[src/rtl/divmmc_pkg.sv]
`default_nettype none
// ============================================================================
// divmmc_pkg : shared constants, SPI state encoding and trap decode helper
// Rev 1.0
// ============================================================================
package divmmc_pkg;

    localparam logic [7:0]  PORT_CTRL    = 8'hE3;
    localparam logic [7:0]  PORT_CS      = 8'hE7;
    localparam logic [7:0]  PORT_SPI     = 8'hEB;

    localparam logic [15:0] TRAP_RST00   = 16'h0000;
    localparam logic [15:0] TRAP_RST08   = 16'h0008;
    localparam logic [15:0] TRAP_RST38   = 16'h0038;
    localparam logic [15:0] TRAP_NMI     = 16'h0066;
    localparam logic [15:0] TRAP_TAPE_LD = 16'h04C6;
    localparam logic [15:0] TRAP_TAPE_SV = 16'h0562;
    localparam logic [7:0]  TRAP_INSTANT_HI = 8'h3D;
    localparam logic [12:0] TRAP_OFF_HI  = 13'h03FF;

    localparam int          MAPRAM_BANK  = 3;

    typedef enum logic [0:0] {
        SPI_IDLE  = 1'b0,
        SPI_SHIFT = 1'b1
    } spi_state_e;

    // Entry points that arm automap at the end of the current M1 cycle.
    function automatic logic is_entry_trap(input logic [15:0] a, input logic rom3_en);
        return (a == TRAP_RST00) || (a == TRAP_RST08) || (a == TRAP_RST38) ||
               (a == TRAP_NMI) ||
               (rom3_en && ((a == TRAP_TAPE_LD) || (a == TRAP_TAPE_SV)));
    endfunction

endpackage
`default_nettype wire

[src/rtl/divmmc_mapper_if.sv]
`default_nettype none
// ============================================================================
// divmmc_mapper_if : Z80 bus plus overlay mapping results
// Rev 1.0
// ============================================================================
interface divmmc_mapper_if #(
    parameter int PAGE_BITS = 6
);
    logic [15:0]            addr;
    logic [7:0]             din;
    logic                   nWR;
    logic                   nRD;
    logic                   nMREQ;
    logic                   nIORQ;
    logic                   nM1;
    logic [7:0]             dout;
    logic                   active;
    logic                   active_io;
    logic [PAGE_BITS+13:0]  mapped_addr;
    logic                   mem_wr_en;

    modport master (
        output addr, din, nWR, nRD, nMREQ, nIORQ, nM1,
        input  dout, active, active_io, mapped_addr, mem_wr_en
    );

    modport slave (
        input  addr, din, nWR, nRD, nMREQ, nIORQ, nM1,
        output dout, active, active_io, mapped_addr, mem_wr_en
    );
endinterface
`default_nettype wire

[src/rtl/divmmc_spi.sv]
`default_nettype none
// ============================================================================
// divmmc_spi : mode-0 SPI byte engine, MSB first, SCK half-period SPI_DIV clks
// Rev 1.0
// ============================================================================
module divmmc_spi
    import divmmc_pkg::*;
#(
    parameter int SPI_DIV = 2
) (
    input  wire logic       clk,
    input  wire logic       rst_n,
    input  wire logic       abort_i,
    input  wire logic       start_i,
    input  wire logic [7:0] tx_i,
    input  wire logic       miso_i,
    output logic            sck_o,
    output logic            mosi_o,
    output logic            busy_o,
    output logic [7:0]      rx_o
);
    localparam int CW = (SPI_DIV > 1) ? $clog2(SPI_DIV) : 1;
    localparam logic [CW-1:0] CNT_LAST = CW'(SPI_DIV - 1);

    spi_state_e     state_q;
    logic [CW-1:0]  cnt_q;
    logic [3:0]     half_q;
    logic [7:0]     sh_q;
    logic [7:0]     rx_q;
    logic           sck_q;
    logic           mosi_q;

    // 16 half-periods: even halves end with a rising edge (sample MISO),
    // odd halves end with a falling edge (present next MOSI bit).
    always_ff @(posedge clk or negedge rst_n) begin
        if (!rst_n) begin
            state_q <= SPI_IDLE;
            cnt_q   <= '0;
            half_q  <= '0;
            sh_q    <= 8'hFF;
            rx_q    <= 8'hFF;
            sck_q   <= 1'b0;
            mosi_q  <= 1'b1;
        end else if (abort_i) begin
            state_q <= SPI_IDLE;
            cnt_q   <= '0;
            half_q  <= '0;
            sck_q   <= 1'b0;
            mosi_q  <= 1'b1;
        end else begin
            case (state_q)
                SPI_IDLE: begin
                    if (start_i) begin
                        state_q <= SPI_SHIFT;
                        sh_q    <= tx_i;
                        mosi_q  <= tx_i[7];
                        cnt_q   <= '0;
                        half_q  <= '0;
                    end
                end
                SPI_SHIFT: begin
                    if (cnt_q == CNT_LAST) begin
                        cnt_q  <= '0;
                        half_q <= half_q + 4'd1;
                        if (half_q == 4'd15) begin
                            state_q <= SPI_IDLE;
                            sck_q   <= 1'b0;
                            mosi_q  <= 1'b1;
                            rx_q    <= sh_q;
                        end else if (!half_q[0]) begin
                            sck_q <= 1'b1;
                            sh_q  <= {sh_q[6:0], miso_i};
                        end else begin
                            sck_q  <= 1'b0;
                            mosi_q <= sh_q[7];
                        end
                    end else begin
                        cnt_q <= cnt_q + CW'(1);
                    end
                end
                default: state_q <= SPI_IDLE;
            endcase
        end
    end

    assign sck_o  = sck_q;
    assign mosi_o = mosi_q;
    assign busy_o = (state_q == SPI_SHIFT);
    assign rx_o   = rx_q;

endmodule
`default_nettype wire

[src/rtl/divmmc_mapper.sv]
`default_nettype none
// ============================================================================
// divmmc_mapper : DivMMC overlay mapper with automap, MAPRAM, NMI and SPI master
// Rev 1.0
// ============================================================================
module divmmc_mapper
    import divmmc_pkg::*;
#(
    parameter int PAGE_BITS = 6,
    parameter int NUM_CS    = 2,
    parameter int SPI_DIV   = 2,
    parameter int TRAP_ROM3 = 1
) (
    input  wire logic               clk,
    input  wire logic               nRESET,
    input  wire logic               enabled,
    divmmc_mapper_if.slave          bus,
    input  wire logic               nmi_button,
    output logic                    nNMI,
    output logic                    spi_busy,
    output logic [NUM_CS-1:0]       sd_cs_n,
    output logic                    sd_sck,
    output logic                    sd_mosi,
    input  wire logic               sd_miso,
    output logic                    sd_activity
);
    localparam int PG_LOAD = (PAGE_BITS < 6) ? PAGE_BITS : 6;
    localparam logic [PAGE_BITS-1:0] BANK3 = PAGE_BITS'(MAPRAM_BANK);

    logic [PAGE_BITS-1:0]   page_q;
    logic                   conmem_q, mapram_q, memactive_q, m1_trig_q, nmi_req_q;
    logic [NUM_CS-1:0]      cs_q;
    logic                   io_we_q, io_rd_q, op_rd_q, nmi_btn_q;

    logic                   w_io_we, w_io_rd, w_op_rd;
    logic                   w_io_we_p, w_io_rd_p, w_op_rd_p;
    logic [7:0]             w_port;
    logic                   w_active, w_spi_start;
    logic [7:0]             w_spi_tx;
    logic [PAGE_BITS-1:0]   w_page_din;
    logic                   w_map_ram, w_map_wr;
    logic [PAGE_BITS-1:0]   w_map_bank;

    assign w_io_we = !bus.nIORQ && !bus.nWR && bus.nM1;
    assign w_io_rd = !bus.nIORQ && !bus.nRD && bus.nM1;
    assign w_op_rd = !bus.nMREQ && !bus.nRD && !bus.nM1;
    assign w_io_we_p = w_io_we && !io_we_q && enabled;
    assign w_io_rd_p = w_io_rd && !io_rd_q && enabled;
    assign w_op_rd_p = w_op_rd && !op_rd_q && enabled;
    assign w_port    = bus.addr[7:0];
    assign w_active  = memactive_q || conmem_q;

    // din[7:6] carry conmem/mapram, so page bits above bit 5 are always zero.
    always_comb begin
        w_page_din = '0;
        for (int i = 0; i < PG_LOAD; i++) w_page_din[i] = bus.din[i];
    end

    assign w_spi_start = (w_io_we_p || w_io_rd_p) && (w_port == PORT_SPI);
    assign w_spi_tx    = w_io_we_p ? bus.din : 8'hFF;

    always_ff @(posedge clk or negedge nRESET) begin
        if (!nRESET) begin
            page_q      <= '0;
            conmem_q    <= 1'b0;
            mapram_q    <= 1'b0;
            memactive_q <= 1'b0;
            m1_trig_q   <= 1'b0;
            nmi_req_q   <= 1'b0;
            cs_q        <= '1;
            io_we_q     <= 1'b0;
            io_rd_q     <= 1'b0;
            op_rd_q     <= 1'b0;
            nmi_btn_q   <= 1'b0;
        end else begin
            io_we_q   <= w_io_we;
            io_rd_q   <= w_io_rd;
            op_rd_q   <= w_op_rd;
            nmi_btn_q <= nmi_button;
            if (!enabled) begin
                page_q      <= '0;
                conmem_q    <= 1'b0;
                memactive_q <= 1'b0;
                m1_trig_q   <= 1'b0;
                nmi_req_q   <= 1'b0;
                cs_q        <= '1;
            end else begin
                if (w_io_we_p && (w_port == PORT_CTRL)) begin
                    page_q   <= w_page_din;
                    conmem_q <= bus.din[7];
                    if (bus.din[6]) mapram_q <= 1'b1;
                end
                if (w_io_we_p && (w_port == PORT_CS)) cs_q <= bus.din[NUM_CS-1:0];

                if (w_op_rd_p && (bus.addr[15:8] == TRAP_INSTANT_HI)) begin
                    memactive_q <= 1'b1;
                    m1_trig_q   <= 1'b1;
                end else if (w_op_rd_p && is_entry_trap(bus.addr, TRAP_ROM3 != 0)) begin
                    m1_trig_q <= 1'b1;
                end else if (w_op_rd_p && (bus.addr[15:3] == TRAP_OFF_HI)) begin
                    m1_trig_q <= 1'b0;
                end
                if (bus.nM1) memactive_q <= m1_trig_q;

                if (w_op_rd_p && (bus.addr == TRAP_NMI)) begin
                    nmi_req_q <= 1'b0;
                end else if (nmi_button && !nmi_btn_q && !w_active && !nmi_req_q) begin
                    nmi_req_q <= 1'b1;
                end
            end
        end
    end

    // Lower 8 KB is ROM unless MAPRAM substitutes write-protected bank 3.
    always_comb begin
        w_map_ram  = 1'b1;
        w_map_bank = page_q;
        w_map_wr   = 1'b1;
        if (!bus.addr[13]) begin
            if (conmem_q) begin
                w_map_ram  = 1'b0;
                w_map_bank = '0;
            end else if (mapram_q) begin
                w_map_bank = BANK3;
                w_map_wr   = 1'b0;
            end else begin
                w_map_ram  = 1'b0;
                w_map_bank = '0;
                w_map_wr   = 1'b0;
            end
        end else begin
            w_map_wr = conmem_q || !mapram_q || (page_q != BANK3);
        end
    end

    assign bus.mapped_addr = {w_map_ram, w_map_bank, bus.addr[12:0]};
    assign bus.mem_wr_en   = w_active && (bus.addr[15:14] == 2'b00) && w_map_wr;
    assign bus.active      = w_active;
    assign bus.active_io   = w_io_rd && enabled && (w_port == PORT_SPI);

    divmmc_spi #(
        .SPI_DIV (SPI_DIV)
    ) u_spi (
        .clk     (clk),
        .rst_n   (nRESET),
        .abort_i (!enabled),
        .start_i (w_spi_start),
        .tx_i    (w_spi_tx),
        .miso_i  (sd_miso),
        .sck_o   (sd_sck),
        .mosi_o  (sd_mosi),
        .busy_o  (spi_busy),
        .rx_o    (bus.dout)
    );

    assign nNMI        = !nmi_req_q;
    assign sd_cs_n     = cs_q;
    assign sd_activity = |(~cs_q);

endmodule
`default_nettype wire

[src/flat_wrapper.sv]
// flat-port wrapper written by rule: the top's interface ports become plain ports
module divmmc_mapper_flat import divmmc_pkg::*;
#(
    parameter int PAGE_BITS = 6,
    parameter int NUM_CS    = 2,
    parameter int SPI_DIV   = 2,
    parameter int TRAP_ROM3 = 1
)
  (clk, nRESET, enabled, nmi_button, nNMI, spi_busy, sd_cs_n, sd_sck, sd_mosi, sd_miso, sd_activity, bus_addr, bus_din, bus_nWR, bus_nRD, bus_nMREQ, bus_nIORQ, bus_nM1, bus_dout, bus_active, bus_active_io, bus_mapped_addr, bus_mem_wr_en);
  divmmc_mapper_if #(.PAGE_BITS(PAGE_BITS)) bus_i ();
  input  wire logic clk;
  input  wire logic nRESET;
  input  wire logic enabled;
  input  wire logic nmi_button;
  output logic nNMI;
  output logic spi_busy;
  output logic [NUM_CS-1:0] sd_cs_n;
  output logic sd_sck;
  output logic sd_mosi;
  input  wire logic sd_miso;
  output logic sd_activity;
  input wire logic [$bits(bus_i.addr)-1:0] bus_addr;
  input wire logic [$bits(bus_i.din)-1:0] bus_din;
  input wire logic [$bits(bus_i.nWR)-1:0] bus_nWR;
  input wire logic [$bits(bus_i.nRD)-1:0] bus_nRD;
  input wire logic [$bits(bus_i.nMREQ)-1:0] bus_nMREQ;
  input wire logic [$bits(bus_i.nIORQ)-1:0] bus_nIORQ;
  input wire logic [$bits(bus_i.nM1)-1:0] bus_nM1;
  output wire logic [$bits(bus_i.dout)-1:0] bus_dout;
  output wire logic [$bits(bus_i.active)-1:0] bus_active;
  output wire logic [$bits(bus_i.active_io)-1:0] bus_active_io;
  output wire logic [$bits(bus_i.mapped_addr)-1:0] bus_mapped_addr;
  output wire logic [$bits(bus_i.mem_wr_en)-1:0] bus_mem_wr_en;
  assign bus_i.addr = bus_addr;
  assign bus_i.din = bus_din;
  assign bus_i.nWR = bus_nWR;
  assign bus_i.nRD = bus_nRD;
  assign bus_i.nMREQ = bus_nMREQ;
  assign bus_i.nIORQ = bus_nIORQ;
  assign bus_i.nM1 = bus_nM1;
  assign bus_dout = bus_i.dout;
  assign bus_active = bus_i.active;
  assign bus_active_io = bus_i.active_io;
  assign bus_mapped_addr = bus_i.mapped_addr;
  assign bus_mem_wr_en = bus_i.mem_wr_en;
  divmmc_mapper #(.PAGE_BITS(PAGE_BITS), .NUM_CS(NUM_CS), .SPI_DIV(SPI_DIV), .TRAP_ROM3(TRAP_ROM3)) u_core (.clk(clk), .nRESET(nRESET), .enabled(enabled), .bus(bus_i), .nmi_button(nmi_button), .nNMI(nNMI), .spi_busy(spi_busy), .sd_cs_n(sd_cs_n), .sd_sck(sd_sck), .sd_mosi(sd_mosi), .sd_miso(sd_miso), .sd_activity(sd_activity));
endmodule
[config.mk]
export PLATFORM = sky130hd
export DESIGN_NAME = divmmc_mapper_flat
export DESIGN_NICKNAME = d
export VERILOG_FILES = /design/src/rtl/divmmc_pkg.sv /design/src/rtl/divmmc_mapper_if.sv /design/src/rtl/divmmc_spi.sv /design/src/rtl/divmmc_mapper.sv /design/src/flat_wrapper.sv
export SDC_FILE = /design/constraint.sdc
export NUM_CORES = 1
export LEC_CHECK = 0
export CORE_ASPECT_RATIO = 0.7
export CORE_UTILIZATION = 47
export CTS_BUF_LIST = sky130_fd_sc_hd__clkbuf_4 sky130_fd_sc_hd__clkbuf_8 sky130_fd_sc_hd__clkbuf_16
export DETAILED_ROUTE_END_ITERATION = 16
export PLACE_DENSITY = 0.86
export SETUP_SLACK_MARGIN = 0.05
export SLEW_MARGIN = 20
export SYNTH_ARGS = -nofsm -noshare
export SYNTH_HDL_FRONTEND = slang
export SYNTH_SLANG_ARGS = --single-unit
[constraint.sdc]
create_clock -name clk -period 2.3 [get_ports clk]
set_input_delay 0.23 -clock clk [delete_from_list [all_inputs] [get_ports clk]]
set_output_delay 0.23 -clock clk [all_outputs]
set_load 0.05 [all_outputs]
* Word-level counts from Yosys, hierarchy flattened
Index checks and enable logic that the tools add are counted.
** Operators by class
- Reduce and logical (&&, ||, !) cells :: 56
- Bitwise operators :: 2
- Equal/unequal tests :: 26
- Add/sub/neg operators :: 2
- Mux-type cells :: 54
** Operator list (number)
- $mux 8 :: 5
- $mux 1 :: 34
- $eq 16x11->1 const B :: 2
- $logic_and 1x1->1 :: 26
- $eq 8x8->1 const B :: 3
- $mux 6 :: 4
- $eq 16x4->1 const B :: 1
- $eq 16x6->1 const B :: 1
- $eq 16x7->1 const B :: 1
- $logic_not 16->1 :: 1
- $pmux 8 s2 :: 1
- $eq 13x10->1 const B :: 1
- $logic_not 1->1 :: 12
- $mux 4 :: 3
- $ne 2x1->1 const B :: 5
- $logic_or 1x1->1 :: 9
- $eq 8x6->1 const B :: 1
- $pmux 4 s2 :: 1
- $mux 2 :: 3
- $ne 2x2->1 const B :: 3
- $ne 3x1->1 const B :: 2
- $ne 6x2->1 const B :: 1
- $pmux 1 s2 :: 3
- $reduce_and 3->1 :: 2
- 14 further kinds :: 15
** Storage, ports and cells
- Input bits :: 34
- Flip-flop bits (word level) :: 41

* Logic depth before layout (Yosys ltp)
Gate-level depths: netlist of the first run.
- Depth after elaboration :: 10
- Gate-level depth with buffers :: 6
- Gate-level depth less buffers :: 5

* Cells and area by module
Synthesis of the first run repeated with hierarchy kept, for this count alone.
** Second synthesis, totals
- Cells, all modules :: 222
- Area, all modules :: 2373.5 sq um
** By module, submodules not included
- divmmc_mapper :: area an instance 1192.4 sq um, cells each 137, instances 1
- divmmc_spi :: area an instance 1181.1 sq um, cells each 85, instances 1

* Worst setup path before layout of the first run
No wires, ideal clock.
- Path kind :: register to output
- Start :: reg u_core.mapram_q
- End :: out bus_mem_wr_en
- Stages on the path, launching flop included :: 3
- Setup slack :: -915 ps
- Data arrival time :: 2985 ps
- Path through :: dfrtp_1 > nor4b_1 > a2111oi_0
** Between the ends
- Cells in the longest elaborated chain, start to end :: 5
** Ends and longest elaborated chain
- start, declared :: RTL line divmmc_mapper.sv:31 : logic conmem_q, mapram_q, memactive_q, m1_trig_q, nmi_req_q;
- start signal, assigned :: RTL line divmmc_mapper.sv:66 : mapram_q <= 1'b0;
- start signal, assigned :: RTL line divmmc_mapper.sv:91 : if (bus.din[6]) mapram_q <= 1'b1;
- $logic_not 1->1 :: RTL line divmmc_mapper.sv:132 : w_map_wr = conmem_q || !mapram_q || (page_q != BANK3);
- $logic_or 1x1->1 (2 in series) :: RTL line divmmc_mapper.sv:132
- $mux 1 :: RTL line divmmc_mapper.sv:119 : if (!bus.addr[13]) begin
- $logic_and 1x1->1 :: RTL line divmmc_mapper.sv:137 : assign bus.mem_wr_en = w_active && (bus.addr[15:14] == 2'b00) && w_map_wr;
- end, declared :: RTL line flat_wrapper.sv:33 : output wire logic [$bits(bus_i.mem_wr_en)-1:0] bus_mem_wr_en;
Every way passes these cells.

* Worst setup path after layout of the first run
- Start :: reg u_core.conmem_q
- End :: out bus_active
** Between the ends
- Cells in the longest elaborated chain, start to end :: 1
** Ends and longest elaborated chain
- start, declared :: RTL line divmmc_mapper.sv:31
- start signal, assigned :: RTL line divmmc_mapper.sv:90 : conmem_q <= bus.din[7];
- $logic_or 1x1->1 :: RTL line divmmc_mapper.sv:51 : assign w_active = memactive_q || conmem_q;
- end, declared :: RTL line flat_wrapper.sv:30 : output wire logic [$bits(bus_i.active)-1:0] bus_active;
Every way passes these cells.

==> results of run 1 <==
## sequential cells by signal (all words and copies together) (netlist names), 2 cells and up
name                 count
u_core.u_spi.rx_o        8
u_core.sd_cs_n           2
u_core.page_q            6
u_core.u_spi.half_q      4
u_core.u_spi.sh_q        8
## per-layer routing
metal	track usage	routed length, um
met4	0.0619	53
met1	0.335	2590
met3	0.0558	437
met2	0.397	2650
met5	0	0
## cell type report
type / count / area (um2)
clock buffers: 7 / 101
clock inverters: 1 / 5.00
fillers: 326 / 1350
inverters: 15 / 56.3
multi-input cells: 148 / 1060
flip-flops and latches: 41 / 1050
well taps: 66 / 82.6
repair buffers: 83 / 821
## power breakdown
part,internal [mW],switching [mW]
registers,0.732,0.00449
clock network,0.290,0.247
logic,0.109,0.140
total,1.13,0.392
## worst paths after layout
check	slack (ps)	startpoint	end
max in group asynchronous	1690	nRESET	u_core.u_spi.sck_o$_DFFE_PN0P_
hold / removal	40	nRESET	u_core.nmi_btn_q$_DFF_PN0_
setup reg to reg	510	u_core.op_rd_q$_DFF_PN0_	u_core.m1_trig_q$_DFFE_PN0P_
min in group clk	390	nmi_button	u_core.nmi_btn_q$_DFF_PN0_
hold reg to reg	490	u_core.u_spi.sh_q[6]$_DFFE_PN1P_	u_core.u_spi.sh_q[6]$_DFFE_PN1P_
setup / recovery	310	u_core.conmem_q$_DFFE_PN0P_	bus_active
## worst max-delay path, cell delays in order (launching register included)
cell	delay [ps]
dfrtp_1	430
or2_2	330
clkdlybuf4s50_1	710
## metrics by stage
step	total power [mW]	util	instances
2_1_floorplan	0.871	-	226
3_3_place_gp	0.994	0.679	353
3_5_place_dp	0.997	0.679	353
4_1_cts	1.53	0.702	361
5_1_grt	1.58	0.702	361
6_report	1.52	0.702	361
## layout by cell type, fill, tap and decap left out, types with 3 or more instances in the layout
cell             count
clkdlybuf4s50_1     60
dfrtp_1             22
nand2_1             21
dfstp_2             19
buf_4               18
inv_1               15
mux2_2              15
mux2i_1             10
a21oi_1              9
nand2b_1             9
nand3_1              7
nor2_1               6
o22ai_1              6
nand4_1              6
o31a_1               6
and2_1               5
clkbuf_8             5
o211ai_1             4
buf_12               4
or3_1                3
nor4_1               3
nor4bb_1             3
o21ai_0              3
## cells by family (layout without fill, tap and decap cells)
kind of cell               count (synthesis)  count (layout)  synth area share
AOI/OAI and AO/OA                         39              39             0.122
adders and majority gates                  1               1           0.00543
muxes                                     25              25             0.117
xor gates and xnor gates                   3               3            0.0114
and+or+nand+nor                           80              80             0.204
DFF                                       41              41             0.456
buffers and inverters                     37             106            0.0847
==> impl_metrics.yaml, run 1 <==
yosys:
  synth_area_leaders: "dfrtp_1 (24%), dfstp_2 (22%), mux2_2 (7.3%)"
  ys_seq_area_frac: 0.456
  synth_top_cell_by_area: "dfrtp_1"
  synth_area_per_cell_um2: 10.2
  synth.most_common_cell: "dfrtp_1"
  synthCells: 226
  synth.top_cells.by_count: "dfrtp_1 (22), nand2_1 (21), dfstp_2 (19)"
  synth_cell_types: 46
  yosys_most_used_dff: "dfrtp_1"
  yosysWarnings: 0
  syn-cell-area_um2: 2300
  syn-num-nets: 261
  synth_top_cell_area_share: 0.239
  ys_async_sr_fraction: 1.00
  synth-edff-count: 0
  ys_ff_latch: 41
global_route:
  grt_max_degree: 42
  grt_pass1_vias: 1910
  grt_usage: 0.243
  antenna_found_initial: 0
  globalRouteOverflowTotal: 0
  grt_pass1_wl_um: 9460
hold_path:
  min_path_type: "primary input to async pin"
cts:
  cts_setup_buffers: 0
  numCtsBuffers: 5
  cts_tree: "yes"
  clk_path_buf_depth: 2
  clock-sinks: 41
  cts.repair.resized: 0
  clock_latency_ps: 300
  postCtsHoldBufs: 0
  cts-root-buf: "clkbuf_8"
  h-tree-depth: 2
  clk_pin_slew_worst_paths_ps: 80
sta:
  finalSetupTns_ps: 0
  fin_crit_ps: 1990
  fin_hold_ws_ps: 44.8
  setup_viol: 0
  maxSlewHeadroom: 0.407
  timing.final.max_slew_violations: 0
  worst_slack_ps: 314
  worstMarginPinSlew_ps: 890
  skew_ps: 9.88
  hold_viol: 0
  fin_crit_sh: 0.863
  rsz0062_at_grt: "false"
  fmax_mhz: 504
placement:
  dp_slack_ps: 127
  gp_congestion: 0.850
  placed_area_um2: 3070
  numPortBuffers: 71
  dp_hpwl_um: 4390
setup_path:
  worstPathRequired_ps: 2070
  ff2ff_path_depth: 4
  startpoint_type: "flop"
  crit_type: "flop to output pin"
  cp.arrival_ps: 1760
  worst-path-max-fanout: 5
  cp-end-kind: "output pin"
die:
  die_area_um2: 5190
  coreArea_um2: 4530
  die_y_um: 60.6
  placementRows: 20
  start_util: 0.509
  die_x_um: 85.7
  io_pins: 72
routing:
  drtAntennaViolNets: 0
  vias: 1993
  dr.pass1.iters: 5
  drt-initial-drc-count: 190
  via_per_inst: 5.52
  post-route-drc-count: 0
  wirelength_um: 5720
  wl_per_cell_um: 15.9
final_layout:
  drive_gt1_frac: 0.247
  antenna_cells: 0
  design_area_um2: 3180
  fin_nets: 329
  area_growth_pct: 38.1
run:
  drv_cap: 0
power:
  ir_drop_uv: 324
  p_leak_nw: 1.33
  power.density_nw_per_um2: 479
status:
  status: "completed"
Note: power is estimated with default switching activity, not from simulation.
==> run 2, diff against run 1 <==
--- a/config.mk
+++ b/config.mk
@@ -6,10 +6,11 @@
 export NUM_CORES = 1
 export LEC_CHECK = 0
 export CORE_ASPECT_RATIO = 0.7
-export CORE_UTILIZATION = 47
+export CORE_UTILIZATION = 63
 export CTS_BUF_LIST = sky130_fd_sc_hd__clkbuf_4 sky130_fd_sc_hd__clkbuf_8 sky130_fd_sc_hd__clkbuf_16
 export DETAILED_ROUTE_END_ITERATION = 16
-export PLACE_DENSITY = 0.86
+export DONT_BUFFER_PORTS = 1
+export PLACE_DENSITY = 0.84
 export SETUP_SLACK_MARGIN = 0.05
 export SLEW_MARGIN = 20
 export SYNTH_ARGS = -nofsm -noshare
==> impl_metrics.yaml, run 2 (synthesis gave the netlist of run 1 again) <==
status:
  status: "completed"
setup_path:
  ff2ff_path_depth: 4
  crit_path_top_delay_cell: "nor4b_2"
  max_stage_delay_ps: 440
  critPathCapture: "u_core.page_q[5]$_DFFE_PN0P_"
  critPathTopFamily: "simple AND/OR/NAND/NOR gates"
  cp.arrival_ps: 1990
  rr_startpoint: "u_core.io_we_q$_DFF_PN0_"
  path_buf_inv: 0
  crit_type: "flop to flop"
  worst-path-max-fanout: 8
  reg2reg_slack_ps: 520
  crit_path_start: "u_core.io_we_q$_DFF_PN0_"
  reg2reg_to: "u_core.page_q[5]$_DFFE_PN0P_"
  path_cells: "nor4b_2, nand4_1, nor2_2, mux2i_1"
  startpoint_type: "flop"
  path_depth: 4
  cp-end-kind: "flop"
  worstPathRequired_ps: 2510
die:
  die_x_um: 74.3
  placementRows: 17
  io_pins: 72
  coreArea_um2: 3320
  die_area_um2: 3910
  start_util: 0.694
  die_y_um: 52.6
placement:
  placed_area_um2: 2270
  numPortBuffers: 0
  gp_congestion: 0.872
  dp_hpwl_um: 3630
  dp_slack_ps: 538
global_route:
  antenna_found_initial: 0
  grt_max_degree: 42
  globalRouteOverflowTotal: 0
  grt_usage: 0.291
  top_usage_layer: "met2"
  grt_use_met3: 0.0635
  use_met2: 0.483
  grt_pass1_vias: 1714
  grt_pass1_wl_um: 8210
  grtUsageMet1: 0.367
routing:
  wl_per_cell_um: 18.8
  wirelength_um: 5070
  drtAntennaViolNets: 0
  post-route-drc-count: 0
  via_per_inst: 6.51
  drt-initial-drc-count: 204
  vias: 1752
  dr.pass1.iters: 4
cts:
  clock-sinks: 41
  cts_setup_buffers: 0
  cts_tree: "yes"
  numCtsBuffers: 5
  clock_latency_ps: 300
  clk_pin_slew_worst_paths_ps: 80
  cts-root-buf: "clkbuf_8"
  h-tree-depth: 2
  clk_path_buf_depth: 2
final_layout:
  antenna_cells: 0
  final_cell_mix: "dfrtp_1 (22), nand2_1 (21), dfstp_2 (19), inv_1 (15), mux2_2 (15)"
  layout.cells.most_common: "dfrtp_1"
  design_area_um2: 2450
  fin_nets: 256
  fill_cells: 235
  drive_gt1_frac: 0.252
  regArea_um2: 1050
  fin_util: 0.738
  multi_input_area_um2: 1060
  area_growth_pct: 6.25
power:
  power.density_nw_per_um2: 588
  ir_drop_uv: 393
  p_leak_nw: 1.03
sta:
  rsz0062_at_grt: "false"
  fmax_mhz: 563
  worstMarginPinSlew_ps: 503
  finalSetupTns_ps: 0
  timing.final.max_slew_violations: 0
  setup_viol: 0
  fin_crit_sh: 0.772
  worst_slack_ps: 525
  maxSlewHeadroom: 0.665
  hold_viol: 0
  fin_crit_ps: 1780
  skew_ps: 5.49
hold_path:
  min_path_type: "primary input to flop"
run:
  drv_cap: 0
run 2: area by class of cell:
| class | instances | share of cell area |
|---|---|---|
| clock buffer | 7 | 0.0368 |
| clock inverter | 1 | 0.0123 |
| inverter | 15 | 0.0230 |
| multi-input combinational | 148 | 0.435 |
| sequential | 41 | 0.429 |
| tap | 47 | 0.0240 |
| timing repair buffer | 10 | 0.0399 |
run 2: report_power, final:
group | total [mW] | internal, mW | switching, mW
registers | 0.736 | 0.731 | 0.00415
clock network | 0.616 | 0.366 | 0.250
logic | 0.0866 | 0.0322 | 0.0544
total | 1.44 | 1.13 | 0.309
run 2: worst min path at each step:
stage	start	end	slack [ps]	depth (start not counted)
global route	enabled	u_core.sd_cs_n[1]$_DFFE_PN1P_	10	1
floorplan	nRESET	u_core.conmem_q$_DFFE_PN0P_	-70	0
detailed placement	nRESET	u_core.nmi_req_q$_DFFE_PN0P_	-60	0
finish	enabled	u_core.sd_cs_n[1]$_DFFE_PN1P_	10	1
CTS	enabled	u_core.sd_cs_n[1]$_DFFE_PN1P_	2	1
global placement	nRESET	u_core.nmi_btn_q$_DFF_PN0_	-60	0
run 2: metrics by stage:
stage	power, mW	std cells	hold slack [ps]
6_report	1.44	269	10.5
3_3_place_gp	0.809	256	-64.8
5_1_grt	1.49	269	10.8
4_1_cts	1.44	269	2.24
3_5_place_dp	0.812	256	-64.8
2_1_floorplan	0.871	226	-65.6
run 2: timing repair:
item / 4_1_cts / 5_1_grt
resized for setup: 0 / 0
endpoints found under the setup margin: 0 / 0
endpoints found under the hold margin: 44 / 0
hold buffers: 5 / 0
run 2: metal layers:
layer  share of wire  wire [um]
met3           0.078        393
met5               0          0
met4           0.017         84
met2            0.49       2490
met1            0.41       2100
